[src/rtl/mips_mc_ctrl_if.sv]
// Control bus between the multicycle MIPS main control FSM and its datapath.
//   opcode      IR[31:26] seen by the controller
//   zero        ALU zero flag
//   alu_op      000 add, 001 sub, 010 R-type funct, 011 I-type opcode
//   alu_src_a   0=PC, 1=A reg
//   alu_src_b   00=B, 01=4, 10=ext imm, 11=sext imm<<2
//   ext_zero    1=zero-extend immediate
//   iord        memory address select: 0=PC, 1=ALUOut
//   mem_we      data memory write strobe
//   ir_we       IR load enable
//   pc_we       PC load enable (branch condition already applied)
//   pc_src      00=ALU result, 01=ALUOut, 10=jump target
//   reg_we      register file write enable
//   reg_dst     0=rt, 1=rd
//   mem_to_reg  0=ALUOut, 1=MDR
//   instr_done  pulse on final state of every instruction
//   illegal_op  pulse in DECODE for an unsupported opcode
//   state       current FSM state (debug)
// master = controller side, slave = datapath side.
interface mips_mc_ctrl_if;
    logic [5:0] opcode;
    logic       zero;
    logic [2:0] alu_op;
    logic       alu_src_a;
    logic [1:0] alu_src_b;
    logic       ext_zero;
    logic       iord;
    logic       mem_we;
    logic       ir_we;
    logic       pc_we;
    logic [1:0] pc_src;
    logic       reg_we;
    logic       reg_dst;
    logic       mem_to_reg;
    logic       instr_done;
    logic       illegal_op;
    logic [3:0] state;

    modport master (
        input  opcode, zero,
        output alu_op, alu_src_a, alu_src_b, ext_zero, iord, mem_we, ir_we,
               pc_we, pc_src, reg_we, reg_dst, mem_to_reg, instr_done,
               illegal_op, state
    );

    modport slave (
        output opcode, zero,
        input  alu_op, alu_src_a, alu_src_b, ext_zero, iord, mem_we, ir_we,
               pc_we, pc_src, reg_we, reg_dst, mem_to_reg, instr_done,
               illegal_op, state
    );
endinterface

[src/rtl/mips_mc_ctrl.sv]
// Multicycle MIPS main control FSM. Sequences fetch/decode/execute/memory/
// writeback, decodes the IR opcode and drives every datapath select and
// write enable as Moore outputs of the current state. Memory states (FETCH,
// MEMRD, MEMWR) are held for MEM_WAIT extra cycles; the access takes effect
// on the final held cycle only.
// Ports:
//   clk   system clock, rising edge
//   rstb  asynchronous active-low reset
//   bus   controller side of mips_mc_ctrl_if (opcode/zero in, controls out)
module mips_mc_ctrl #(
    parameter int MEM_WAIT = 0
) (
    input  logic           clk,
    input  logic           rstb,
    mips_mc_ctrl_if.master bus
);
    localparam int WW = (MEM_WAIT > 0) ? $clog2(MEM_WAIT + 1) : 1;

    localparam logic [3:0] S_RST    = 4'd0;
    localparam logic [3:0] S_FETCH  = 4'd1;
    localparam logic [3:0] S_DECODE = 4'd2;
    localparam logic [3:0] S_MEMADR = 4'd3;
    localparam logic [3:0] S_MEMRD  = 4'd4;
    localparam logic [3:0] S_MEMWB  = 4'd5;
    localparam logic [3:0] S_MEMWR  = 4'd6;
    localparam logic [3:0] S_RTEX   = 4'd7;
    localparam logic [3:0] S_ALUWB  = 4'd8;
    localparam logic [3:0] S_IEX    = 4'd9;
    localparam logic [3:0] S_IWB    = 4'd10;
    localparam logic [3:0] S_BRANCH = 4'd11;
    localparam logic [3:0] S_JUMP   = 4'd12;

    localparam logic [5:0] OP_RTYPE = 6'b000000;
    localparam logic [5:0] OP_J     = 6'b000010;
    localparam logic [5:0] OP_BEQ   = 6'b000100;
    localparam logic [5:0] OP_BNE   = 6'b000101;
    localparam logic [5:0] OP_ADDI  = 6'b001000;
    localparam logic [5:0] OP_SLTI  = 6'b001010;
    localparam logic [5:0] OP_ANDI  = 6'b001100;
    localparam logic [5:0] OP_ORI   = 6'b001101;
    localparam logic [5:0] OP_XORI  = 6'b001110;
    localparam logic [5:0] OP_LW    = 6'b100011;
    localparam logic [5:0] OP_SW    = 6'b101011;

    logic [3:0]    state_q;
    logic [3:0]    state_d;
    logic [WW-1:0] wait_cnt;
    logic          wait_last;
    logic          in_mem;

    assign wait_last = (wait_cnt == WW'(MEM_WAIT));
    assign in_mem    = (state_q == S_FETCH) || (state_q == S_MEMRD) ||
                       (state_q == S_MEMWR);

    always_comb begin
        state_d = S_FETCH;
        case (state_q)
            S_RST:    state_d = S_FETCH;
            S_FETCH:  state_d = wait_last ? S_DECODE : S_FETCH;
            S_DECODE: begin
                case (bus.opcode)
                    OP_RTYPE:               state_d = S_RTEX;
                    OP_LW, OP_SW:           state_d = S_MEMADR;
                    OP_BEQ, OP_BNE:         state_d = S_BRANCH;
                    OP_J:                   state_d = S_JUMP;
                    OP_ADDI, OP_ANDI, OP_ORI,
                    OP_XORI, OP_SLTI:       state_d = S_IEX;
                    default:                state_d = S_FETCH;
                endcase
            end
            S_MEMADR: state_d = (bus.opcode == OP_SW) ? S_MEMWR : S_MEMRD;
            S_MEMRD:  state_d = wait_last ? S_MEMWB : S_MEMRD;
            S_MEMWR:  state_d = wait_last ? S_FETCH : S_MEMWR;
            S_RTEX:   state_d = S_ALUWB;
            S_IEX:    state_d = S_IWB;
            default:  state_d = S_FETCH;
        endcase
    end

    // The wait counter only runs while a memory state is being held; any
    // state change (including memory-to-memory, e.g. MEMWR->FETCH) clears it.
    always_ff @(posedge clk or negedge rstb) begin
        if (!rstb) begin
            state_q  <= S_RST;
            wait_cnt <= '0;
        end else begin
            state_q <= state_d;
            if (in_mem && (state_d == state_q))
                wait_cnt <= wait_cnt + WW'(1);
            else
                wait_cnt <= '0;
        end
    end

    always_comb begin
        bus.alu_op     = 3'b000;
        bus.alu_src_a  = 1'b0;
        bus.alu_src_b  = 2'b00;
        bus.ext_zero   = 1'b0;
        bus.iord       = 1'b0;
        bus.mem_we     = 1'b0;
        bus.ir_we      = 1'b0;
        bus.pc_we      = 1'b0;
        bus.pc_src     = 2'b00;
        bus.reg_we     = 1'b0;
        bus.reg_dst    = 1'b0;
        bus.mem_to_reg = 1'b0;
        bus.instr_done = 1'b0;
        bus.illegal_op = 1'b0;
        case (state_q)
            S_FETCH: begin
                bus.alu_src_b = 2'b01;
                bus.ir_we     = wait_last;
                bus.pc_we     = wait_last;
            end
            S_DECODE: begin
                bus.alu_src_b  = 2'b11;
                bus.illegal_op = (state_d == S_FETCH);
            end
            S_MEMADR: begin
                bus.alu_src_a = 1'b1;
                bus.alu_src_b = 2'b10;
            end
            S_MEMRD: bus.iord = 1'b1;
            S_MEMWB: begin
                bus.reg_we     = 1'b1;
                bus.mem_to_reg = 1'b1;
                bus.instr_done = 1'b1;
            end
            S_MEMWR: begin
                bus.iord       = 1'b1;
                bus.mem_we     = wait_last;
                bus.instr_done = wait_last;
            end
            S_RTEX: begin
                bus.alu_src_a = 1'b1;
                bus.alu_op    = 3'b010;
            end
            S_ALUWB: begin
                bus.reg_we     = 1'b1;
                bus.reg_dst    = 1'b1;
                bus.instr_done = 1'b1;
            end
            S_IEX: begin
                bus.alu_src_a = 1'b1;
                bus.alu_src_b = 2'b10;
                bus.alu_op    = 3'b011;
                bus.ext_zero  = (bus.opcode[5:2] == 4'b0011);
            end
            S_IWB: begin
                bus.reg_we     = 1'b1;
                bus.instr_done = 1'b1;
            end
            S_BRANCH: begin
                bus.alu_src_a  = 1'b1;
                bus.alu_op     = 3'b001;
                bus.pc_src     = 2'b01;
                bus.pc_we      = (bus.opcode == OP_BEQ) ? bus.zero : ~bus.zero;
                bus.instr_done = 1'b1;
            end
            S_JUMP: begin
                bus.pc_src     = 2'b10;
                bus.pc_we      = 1'b1;
                bus.instr_done = 1'b1;
            end
            default: ;
        endcase
    end

    assign bus.state = state_q;
endmodule
[src/flat_wrapper.sv]
// flat-port wrapper written by rule: the top's interface ports become plain ports
module mips_mc_ctrl_flat 
#(
    parameter int MEM_WAIT = 0
)
  (clk, rstb, bus_opcode, bus_zero, bus_alu_op, bus_alu_src_a, bus_alu_src_b, bus_ext_zero, bus_iord, bus_mem_we, bus_ir_we, bus_pc_we, bus_pc_src, bus_reg_we, bus_reg_dst, bus_mem_to_reg, bus_instr_done, bus_illegal_op, bus_state);
  mips_mc_ctrl_if bus_i ();
  input  logic clk;
  input  logic rstb;
  input wire logic [$bits(bus_i.opcode)-1:0] bus_opcode;
  input wire logic [$bits(bus_i.zero)-1:0] bus_zero;
  output wire logic [$bits(bus_i.alu_op)-1:0] bus_alu_op;
  output wire logic [$bits(bus_i.alu_src_a)-1:0] bus_alu_src_a;
  output wire logic [$bits(bus_i.alu_src_b)-1:0] bus_alu_src_b;
  output wire logic [$bits(bus_i.ext_zero)-1:0] bus_ext_zero;
  output wire logic [$bits(bus_i.iord)-1:0] bus_iord;
  output wire logic [$bits(bus_i.mem_we)-1:0] bus_mem_we;
  output wire logic [$bits(bus_i.ir_we)-1:0] bus_ir_we;
  output wire logic [$bits(bus_i.pc_we)-1:0] bus_pc_we;
  output wire logic [$bits(bus_i.pc_src)-1:0] bus_pc_src;
  output wire logic [$bits(bus_i.reg_we)-1:0] bus_reg_we;
  output wire logic [$bits(bus_i.reg_dst)-1:0] bus_reg_dst;
  output wire logic [$bits(bus_i.mem_to_reg)-1:0] bus_mem_to_reg;
  output wire logic [$bits(bus_i.instr_done)-1:0] bus_instr_done;
  output wire logic [$bits(bus_i.illegal_op)-1:0] bus_illegal_op;
  output wire logic [$bits(bus_i.state)-1:0] bus_state;
  assign bus_i.opcode = bus_opcode;
  assign bus_i.zero = bus_zero;
  assign bus_alu_op = bus_i.alu_op;
  assign bus_alu_src_a = bus_i.alu_src_a;
  assign bus_alu_src_b = bus_i.alu_src_b;
  assign bus_ext_zero = bus_i.ext_zero;
  assign bus_iord = bus_i.iord;
  assign bus_mem_we = bus_i.mem_we;
  assign bus_ir_we = bus_i.ir_we;
  assign bus_pc_we = bus_i.pc_we;
  assign bus_pc_src = bus_i.pc_src;
  assign bus_reg_we = bus_i.reg_we;
  assign bus_reg_dst = bus_i.reg_dst;
  assign bus_mem_to_reg = bus_i.mem_to_reg;
  assign bus_instr_done = bus_i.instr_done;
  assign bus_illegal_op = bus_i.illegal_op;
  assign bus_state = bus_i.state;
  mips_mc_ctrl #(.MEM_WAIT(MEM_WAIT)) u_core (.clk(clk), .rstb(rstb), .bus(bus_i));
endmodule
[config.mk]
export PLATFORM = sky130hd
export DESIGN_NAME = mips_mc_ctrl_flat
export DESIGN_NICKNAME = d
export VERILOG_FILES = /design/src/rtl/mips_mc_ctrl_if.sv /design/src/rtl/mips_mc_ctrl.sv /design/src/flat_wrapper.sv
export SDC_FILE = /design/constraint.sdc
export NUM_CORES = 1
export LEC_CHECK = 0
export ABC_AREA = 1
export CAP_MARGIN = 20
export CORE_AREA = 2 2 39 41
export CTS_BUF_LIST = sky130_fd_sc_hd__clkbuf_8
export DETAILED_ROUTE_END_ITERATION = 7
export DIE_AREA = 0 0 41 43
export DONT_BUFFER_PORTS = 1
export PLACE_DENSITY = 0.61
export SLEW_MARGIN = 20
export SYNTH_ARGS = -nofsm -noshare
export SYNTH_HDL_FRONTEND = slang
export SYNTH_SLANG_ARGS = --single-unit
[constraint.sdc]
create_clock -name clk -period 1.3 [get_ports clk]
set_clock_uncertainty 0.2 [all_clocks]
set_input_delay 0.065 -clock clk [delete_from_list [all_inputs] [get_ports clk]]
set_output_delay 0.065 -clock clk [all_outputs]
set_load 0.03 [all_outputs]
==> impl_metrics.env, run 1 <==
export IMPL_grt_pass1_wl_um=3840
export IMPL_die_w_um=41
export IMPL_layout_nets=156
export IMPL_finalCritPeriodShare_pct=142
export IMPL_fin_util_pct=91.0
export IMPL_io_buffers=0
export IMPL_cp_end_kind="output port"
export IMPL_cts_sinks=5
export IMPL_drt_initial_drc_count=32
export IMPL_dp_hpwl_um=1510
export IMPL_cellLeakagePower_uw=0.000609
export IMPL_cp_data_arrival_time_ns=1.58
export IMPL_fin_area_sq_um=1260
export IMPL_cts_buffers_inserted=3
export IMPL_fp_row_count=14
export IMPL_post_place_ws_ns=-0.212
export IMPL_p_total_uw=2880
export IMPL_viasPerCell=5.70
export IMPL_fmax_ghz=0.542
export IMPL_crit_type="register to output port"
export IMPL_drv_cap=0
export IMPL_synth_area_sq_um=598
export IMPL_overflow=0
export IMPL_grt_pass1_vias=881
export IMPL_grt_usage_pct=32.7
export IMPL_cts_root_buffer="clkbuf_8"
export IMPL_worstPathMaxFanout=5
export IMPL_synth_seq_cells=5
export IMPL_violations="negative hold slack, negative setup slack"
export IMPL_htree_levels=1
export IMPL_die_h_um=43
export IMPL_seq_area_sq_um=130
export IMPL_first_pass_iters=4
export IMPL_setup_viol=21
export IMPL_cp_start_kind="register"
export IMPL_multiInputGateArea_sq_um=602
export IMPL_insertion_delay_ns=0.23
export IMPL_coreArea_sq_um=1380
export IMPL_drive_gt1_share_pct=63.0
export IMPL_grt_max_degree=7
export IMPL_power_density_nw_per_um2=2290
export IMPL_vias=924
export IMPL_cts_clk_slew_worst_paths_ns=0.04
export IMPL_vdd_drop_max_v=0.00167
export IMPL_rsz0062_at_grt="yes"
export IMPL_slew_viol_final=0
export IMPL_cts_tree="yes"
export IMPL_antenna_found_initial=0
export IMPL_syn_inst=101
export IMPL_wl_um=3020
export IMPL_syn_area_per_cell_sq_um=5.92
export IMPL_start_util_pct=43.2
export IMPL_insertedDiodeCount=0
export IMPL_synth_warnings=0
export IMPL_drc=0
export IMPL_hold_slack_ns=-0.00216
export IMPL_synth_cell_types=23
export IMPL_wire_per_inst_um=18.7
export IMPL_most_common_layout_cells="buf_4, buf_6, nand2_1"
export IMPL_die_area_sq_um=1760
export IMPL_gp_congestion=0.946
export IMPL_layout_commonest_cell="buf_4"
export IMPL_min_period_ns=1.84
export IMPL_setup_slack_ns=-0.544
export IMPL_synth_seq_area_share_pct=20.9
export IMPL_clock_path_buffers=2
export IMPL_drtAntennaViolNets=0
export IMPL_area_growth_pct=110
export IMPL_report_final_hold_viol_count=1
export IMPL_hold_class="input pin to register"
export IMPL_required_ns=1.03
export IMPL_dpl_cell_area_sq_um=981
export IMPL_fillers=59
export IMPL_io_pins=31
export IMPL_outcome="finished with violations"
final cells by class:
type,instances,area share (%)
clock inverter,1,0.298
sequential,5,10.3
timing repair buffer,41,29.9
multi-input combinational,78,47.8
inverter,18,6.76
tap,16,1.59
clock buffer,3,3.28
cell families (layout without fill, tap and decap cells):
family,after synthesis,after routing,share of synthesized area [%]
simple gates,68,68,58.4
buf+inv,19,63,12.6
compound gates,8,8,7.53
flops,5,5,20.9
other cells,1,2,0.627
synth_stat cells:
master    number  area (sq um)
nor2_2         4          25.0
nand3b_1       2          15.0
nand3_2        1          10.0
o21ai_1        1          5.00
o21ai_0        3          15.0
dfrtp_1        5           125
conb_1         1          3.75
o22ai_1        1          6.26
nor4_1         1          6.26
nor3_2         2          20.0
a21oi_1        2          10.0
inv_2          4          15.0
nand2_2        3          18.8
nor3_1         1          5.00
nand2_1       18          67.6
buf_4          1          7.51
nand3_1        9          45.0
a21oi_2        1          8.76
nor2_1        19          71.3
nand4_1        5          31.3
nor2_4         1          11.3
inv_1         14          52.6
nand2_4        2          22.5
worst paths after layout:
kind	from	to	slack [ns]	cells past startpoint
max	u_core.bus.state[2]	bus_illegal_op	-0.54	7
max in group asynchronous	rstb	u_core.bus.state[3]	0.23	2
min in group asynchronous	rstb	u_core.bus.state[0]	0.46	2
min reg2reg	u_core.wait_cnt	u_core.bus.state[0]	0.53	3
min	bus_opcode[0]	u_core.bus.state[3]	-0.002	5
max reg2reg	u_core.bus.state[0]	u_core.bus.state[2]	-0.32	7
report_power, final:
| group | internal [uW] | switching (uW) | leakage, uW |
|---|---|---|---|
| clock network | 204 | 91.9 | 0.0000269 |
| logic | 867 | 1380 | 0.000525 |
| registers | 213 | 122 | 0.0000578 |
| total | 1280 | 1590 | 0.000609 |
sequential cells by signal, summed over array words and instances, names as in the netlist:
name,flops
u_core.bus.state,4
u_core.wait_cnt,1
per-layer routing:
| layer | global-route usage [%] | up-vias | share of wire [%] | wire length [um] |
|---|---|---|---|---|
| met3 | 8.90 | 16 | 9.8 | 297 |
| met2 | 57.8 | 70 | 53 | 1600 |
| met4 | 13.3 | 0 | 3.4 | 102 |
| li1 | - | 410 | - | - |
| met1 | 33.3 | 428 | 34 | 1030 |
| met5 | 0 | - | 0 | 0 |
stage by stage:
stage          TNS, ns  instances  hold slack [ns]
2_1_floorplan    -2.91        102           -0.431
3_3_place_gp    -0.875        151           -0.431
3_5_place_dp     -1.10        151           -0.431
4_1_cts          -5.45        160          -0.0350
5_1_grt          -7.25        162           0.0142
6_report         -6.82        162         -0.00216
worst max-delay path: stages (launching register included):
cell and delay, ns:
dfrtp_2 0.46, inv_2 0.14, nand2_4 0.10, nor2_4 0.10, nand4_1 0.10, inv_1 0.10
nand3_2 0.10, nor2_4 0.25
repair_timing:
item | in CTS | in global routing
pin swaps | 8 | 5
setup buffers | 4 | 2
hold buffers | 2 | 0
resized for setup | 28 | 17
hold endpoints to repair | 8 | 0
setup endpoints to repair | 21 | 22
(Power assumes the default switching activity.)
==> run 2: changes to the inputs <==
--- a/config.mk
+++ b/config.mk
@@ -5,14 +5,13 @@
 export SDC_FILE = /design/constraint.sdc
 export NUM_CORES = 1
 export LEC_CHECK = 0
-export ABC_AREA = 1
 export CAP_MARGIN = 20
 export CORE_AREA = 2 2 39 41
 export CTS_BUF_LIST = sky130_fd_sc_hd__clkbuf_8
 export DETAILED_ROUTE_END_ITERATION = 7
 export DIE_AREA = 0 0 41 43
 export DONT_BUFFER_PORTS = 1
-export PLACE_DENSITY = 0.61
+export PLACE_DENSITY = 0.62
 export SLEW_MARGIN = 20
 export SYNTH_ARGS = -nofsm -noshare
 export SYNTH_HDL_FRONTEND = slang
==> run 2 against run 1 <==
Against the previous run:
- the flow finishes with violations (negative setup slack)
- non-clock buffer count fell by 4
- hold slack better by 0.045 ns
- die area unchanged
- highest routed layer unchanged
- combinational power increased by 4%
==> impl_metrics.env, run 2 <==
export IMPL_outcome="finished with violations"
export IMPL_violations="negative setup slack"
export IMPL_coreArea_sq_um=1380
export IMPL_required_ns=1.03
export IMPL_cts_tree="yes"
export IMPL_area_growth_pct=97.7
export IMPL_synth_area_mux_share_pct=0
export IMPL_fmax_ghz=0.520
export IMPL_start_util_pct=44.1
export IMPL_syn_inst=77
export IMPL_worstPathMaxFanout=6
export IMPL_wire_per_inst_um=15.8
export IMPL_io_pins=31
export IMPL_wl_um=2060
export IMPL_synth_simple_gate_area_share_pct=49.0
export IMPL_fillers=71
export IMPL_synth_compound_area_share_pct=21.1
export IMPL_crit_family="simple AND/OR/NAND/NOR gates"
export IMPL_htree_levels=1
export IMPL_first_pass_iters=3
export IMPL_overflow=0
export IMPL_layout_nets=124
export IMPL_vdd_drop_max_v=0.00165
export IMPL_synth_top_family_by_area="simple AND/OR/NAND/NOR gates"
export IMPL_synth_main_ff_cell="dfrtp_1"
export IMPL_die_w_um=41
export IMPL_synth_area_top_cells="dfrtp_1, nor4b_2, nand2b_1, nor2b_1, nor2_1"
export IMPL_cellLeakagePower_uw=0.000495
export IMPL_grt_max_degree=11
export IMPL_insertedDiodeCount=0
export IMPL_largest_reg_flops=4
export IMPL_slew_viol_final=0
export IMPL_grt_pass1_wl_um=3220
export IMPL_grt_usage_pct=26.7
export IMPL_synth_seq_area_share_pct=20.5
export IMPL_grt_pass1_vias=764
export IMPL_synth_adder_area_share_pct=0
export IMPL_max_stage_delay_ns=0.43
export IMPL_cp_cell_sequence="and2b_4, nor3_2, a31o_1, nor4b_4, buf_4"
export IMPL_synth_seq_cells=5
export IMPL_insertion_delay_ns=0.23
export IMPL_seq_area_sq_um=130
export IMPL_drv_cap=0
export IMPL_cp_data_arrival_time_ns=1.66
export IMPL_vias=746
export IMPL_drc=0
export IMPL_cp_start_kind="register"
export IMPL_clock_path_buffers=2
export IMPL_cp_end_kind="output port"
export IMPL_drive_gt1_share_pct=70.2
export IMPL_async_flop_share_pct=100
export IMPL_antenna_found_initial=0
export IMPL_drtAntennaViolNets=0
export IMPL_yosys_top_cells_count="nor2_1, dfrtp_1, nand2b_1, nor2b_1"
export IMPL_synth_xor_area_share_pct=1.43
export IMPL_layout_commonest_cell="buf_4"
export IMPL_die_area_sq_um=1760
export IMPL_most_common_layout_cells="buf_4, buf_6, nor2b_1, nor2_4, dfrtp_2"
export IMPL_dp_hpwl_um=1500
export IMPL_cts_sinks=5
export IMPL_report_final_hold_viol_count=0
export IMPL_fp_row_count=14
export IMPL_cts_buffers_inserted=3
export IMPL_finalCritPeriodShare_pct=148
export IMPL_hold_class="input pin to register"
export IMPL_io_buffers=0
export IMPL_syn_area_per_cell_sq_um=7.93
export IMPL_path_buf_inv=1
export IMPL_power_density_nw_per_um2=2400
export IMPL_setup_slack_ns=-0.623
export IMPL_rsz0062_at_grt="yes"
export IMPL_cts_clk_slew_worst_paths_ns=0.04
export IMPL_min_period_ns=1.92
export IMPL_yosysMostFrequentCell="nor2_1"
export IMPL_synth_warnings=0
export IMPL_die_h_um=43
export IMPL_cts_root_buffer="clkbuf_8"
export IMPL_fin_setup_tns_ns=-7.38
export IMPL_crit_type="register to output port"
export IMPL_critPathSlowestCell="dfrtp_2"
export IMPL_synth_edf_count=0
export IMPL_gp_congestion=0.836
export IMPL_netlist_area_leader_share_pct=20.5
export IMPL_synth_area_sq_um=611
export IMPL_multiInputGateArea_sq_um=652
export IMPL_synth_cell_types=42
export IMPL_drt_initial_drc_count=13
export IMPL_synth_top_cell_by_area="dfrtp_1"
export IMPL_setup_viol=21
export IMPL_viasPerCell=5.74
export IMPL_hold_slack_ns=0.0425
## run 2: metrics by stage
stage / area [sq um] / utilization [%] / cells / total power [uW] / setup slack (ns)
after floorplan: 771 / - / 78 / 1660 / -0.545
after global placement: 952 / 68.8 / 117 / 2080 / -0.369
after detailed placement: 952 / 68.8 / 117 / 2120 / -0.397
after CTS: 1160 / 83.5 / 129 / 2760 / -0.619
after global routing: 1210 / 87.3 / 130 / 3050 / -0.685
final: 1210 / 87.3 / 130 / 2900 / -0.623
## run 2: metal layers
metal | global-route usage [%] | up-vias | wire [um]
li1 | - | 358 | -
met2 | 45.6 | 19 | 1140
met3 | 3.14 | 4 | 62
met4 | 12.0 | 0 | 27
met1 | 30.9 | 365 | 822
met5 | 0 | - | 0
## run 2: worst reg2reg max path: cells and delay by family, from the launching register on
family,cells,cell delay [ns]
DFF,1,0.43
AOI/OAI and AO/OA,1,0.24
and+or+nand+nor,3,0.70
## run 2: cell families after synthesis
family,after synthesis
compound gates,18
simple gates,43
other cells,1
xor+xnor,1
buf+inv,9
flops,5
## run 2: path summary, 6_finish.rpt
check,start,end,slack (ns),depth (start not counted)
max in group asynchronous,rstb,u_core.bus.state[0],0.20,2
setup / recovery,u_core.bus.state[3],bus_illegal_op,-0.62,5
hold / removal,bus_opcode[4],u_core.bus.state[1],0.04,2
hold reg to reg,u_core.bus.state[0],u_core.bus.state[2],0.47,2
setup reg to reg,u_core.bus.state[3],u_core.bus.state[1],-0.39,4
min in group asynchronous,rstb,u_core.bus.state[1],0.49,2
## run 2: repair_timing
action	4_1_cts	5_1_grt
pin swaps	11	4
setup endpoints to repair	21	21
endpoints found under the hold margin	6	0
hold buffers	3	0
buffers inserted	5	1
gates resized for setup	25	9
## run 2: final cells by class
cell class	instances	share of cell area (%)
Clock buffer	3	3.42
Clock inverter	1	0.415
Inverter	4	1.76
Multi-Input combinational cell	64	54.0
Sequential cell	5	10.8
Tap cell	16	1.66
Timing Repair Buffer	37	28.0
## run 2: report_power, final
group / total, uW / internal [uW] / switching (uW)
combinational: 2330 / 1000 / 1330
sequential: 275 / 217 / 58.2
clock: 294 / 207 / 87.0
total: 2900 / 1420 / 1470
==> run 3: changes to the inputs <==
--- a/config.mk
+++ b/config.mk
@@ -11,7 +11,7 @@
 export DETAILED_ROUTE_END_ITERATION = 7
 export DIE_AREA = 0 0 41 43
 export DONT_BUFFER_PORTS = 1
-export PLACE_DENSITY = 0.62
+export PLACE_DENSITY_LB_ADDON = 0.05
 export SLEW_MARGIN = 20
 export SYNTH_ARGS = -nofsm -noshare
 export SYNTH_HDL_FRONTEND = slang
==> run 3 against run 2 <==
Against the previous run:
- the flow still finishes with violations (negative setup slack)
- critical path depth unchanged
- routed wire length grew 30%
- hold slack better by 0.034 ns
- combinational power is 12% higher
- count of clock-buffer cells in the layout unchanged
- design area rose by 6.3%
- flip-flop and latch count unchanged
- register-to-register slack is essentially flat
- first-iteration DRC count fell by 15%
- critical endpoint unchanged
- largest power group unchanged
==> impl_metrics.env, run 3 (same netlist as run 2, synthesis figures left out) <==
export IMPL_cp_data_arrival_time_ns=1.65
export IMPL_report_final_hold_viol_count=0
export IMPL_die_area_sq_um=1760
export IMPL_seq_area_sq_um=130
export IMPL_die_w_um=41
export IMPL_vdd_drop_max_v=0.00211
export IMPL_insertedDiodeCount=0
export IMPL_insertion_delay_ns=0.22
export IMPL_cts_root_buffer="clkbuf_8"
export IMPL_cts_buffers_inserted=3
export IMPL_drv_cap=0
export IMPL_cts_clk_slew_worst_paths_ns=0.04
export IMPL_drive_gt1_share_pct=71.8
export IMPL_seq_power_share_pct=9.4
export IMPL_reg2reg_depth=4
export IMPL_cellLeakagePower_uw=0.000527
export IMPL_drtAntennaViolNets=0
export IMPL_p_sw_share_pct=50.3
export IMPL_overflow=0
export IMPL_fillers=51
export IMPL_viasPerCell=5.86
export IMPL_gp_congestion=0.775
export IMPL_multiInputGateArea_sq_um=672
export IMPL_io_buffers=0
export IMPL_first_pass_iters=4
export IMPL_min_period_ns=1.92
export IMPL_violations="negative setup slack"
export IMPL_layout_commonest_cell="buf_4"
export IMPL_io_pins=31
export IMPL_cp_end_kind="output port"
export IMPL_cts_tree="yes"
export IMPL_largest_reg_flops=4
export IMPL_min_path_cells=2
export IMPL_drc=0
export IMPL_crit_type="register to output port"
export IMPL_worstPathMaxFanout=2
export IMPL_switchingPower_uw=1620
export IMPL_clock_path_buffers=2
export IMPL_vias=780
export IMPL_setup_viol=21
export IMPL_setup_slack_ns=-0.619
export IMPL_area_growth_pct=110
export IMPL_p_int_uw=1600
export IMPL_htree_levels=1
export IMPL_power_density_nw_per_um2=2510
export IMPL_antenna_found_initial=0
export IMPL_fp_row_count=14
export IMPL_dp_hpwl_um=1350
export IMPL_grt_max_degree=12
export IMPL_required_ns=1.03
export IMPL_finalCritPeriodShare_pct=148
export IMPL_fin_setup_tns_ns=-8.12
export IMPL_cp_start_kind="register"
export IMPL_pwr_share_clk_pct=9.3
export IMPL_cts_sinks=5
export IMPL_start_util_pct=44.1
export IMPL_wl_um=2670
export IMPL_grt_pass1_wl_um=2980
export IMPL_most_common_layout_cells="buf_4, buf_6, nor2_4"
export IMPL_fmax_ghz=0.521
export IMPL_rsz0062_at_grt="yes"
export IMPL_dpl_cell_area_sq_um=960
export IMPL_grt_pass1_vias=691
export IMPL_outcome="finished with violations"
export IMPL_layout_nets=127
export IMPL_power_frac_comb_pct=81.3
export IMPL_wire_per_inst_um=20.1
export IMPL_hold_class="input pin to register"
export IMPL_die_h_um=43
export IMPL_fin_area_sq_um=1280
export IMPL_grt_usage_pct=23.9
export IMPL_coreArea_sq_um=1380
export IMPL_drt_initial_drc_count=11
export IMPL_slew_viol_final=0
-- run 3: power groups by stage --
stage | clock (uW) | combinational (uW) | sequential [uW]
6_report | 299 | 2620 | 302
3_3_place_gp | 0 | 1840 | 266
2_1_floorplan | 0 | 1270 | 385
4_1_cts | 293 | 2110 | 289
3_5_place_dp | 0 | 1840 | 269
5_1_grt | 310 | 2720 | 309
-- run 3: what timing repair did --
item / 4_1_cts / 5_1_grt
hold endpoints to repair: 6 / 0
setup buffers: 2 / 8
gates resized for setup: 30 / 19
hold buffers: 3 / 0
setup endpoints to repair: 21 / 21
gates cloned: 0 / 0
pin swaps: 12 / 15
-- run 3: metal layers --
| layer | part of all wire, % | wire length (um) | up-vias | global-route usage, % |
|---|---|---|---|---|
| li1 | - | - | 362 | - |
| met1 | 39 | 1040 | 380 | 30.7 |
| met2 | 54 | 1430 | 32 | 40.3 |
| met3 | 5.1 | 137 | 6 | 4.19 |
| met4 | 2.2 | 59 | 0 | 4.00 |
| met5 | 0 | 0 | - | 0 |
-- run 3: metrics by stage --
stage                     setup WS, ns  utilization [%]  total power (uW)  cells  hold WS (ns)
after global placement          -0.404             69.3              2100    118        -0.431
after detailed placement        -0.424             69.3              2110    118        -0.431
after global routing            -0.686             92.8              3340    133        0.0762
after floorplan                 -0.545                -              1660     78        -0.431
after CTS                       -0.605             84.0              2690    126        0.0618
final                           -0.619             92.8              3220    133        0.0763
-- run 3: path summary, 6_finish.rpt --
| check | from | to | slack (ns) |
|---|---|---|---|
| max in group asynchronous | rstb | u_core.bus.state[2] | 0.22 |
| hold / removal | bus_opcode[4] | u_core.bus.state[1] | 0.08 |
| min in group asynchronous | rstb | u_core.bus.state[0] | 0.47 |
| setup / recovery | u_core.bus.state[0] | bus_illegal_op | -0.62 |
| hold reg to reg | u_core.bus.state[1] | u_core.bus.state[0] | 0.61 |
| setup reg to reg | u_core.bus.state[3] | u_core.bus.state[1] | -0.40 |
-- run 3: layout make-up --
type,instances,area share [%]
Sequential cell,5,10.1
Multi-Input combinational cell,64,52.3
Inverter,4,1.85
Clock inverter,1,0.390
Timing Repair Buffer,40,30.5
Clock buffer,3,3.22
Tap cell,16,1.56
-- run 3: worst max-delay path: stages (launching register included) --
cell     delay [ns]
dfrtp_2        0.43
nor4b_4        0.32
buf_4          0.18
nor3b_4        0.25
nor4b_4        0.07
buf_4          0.17
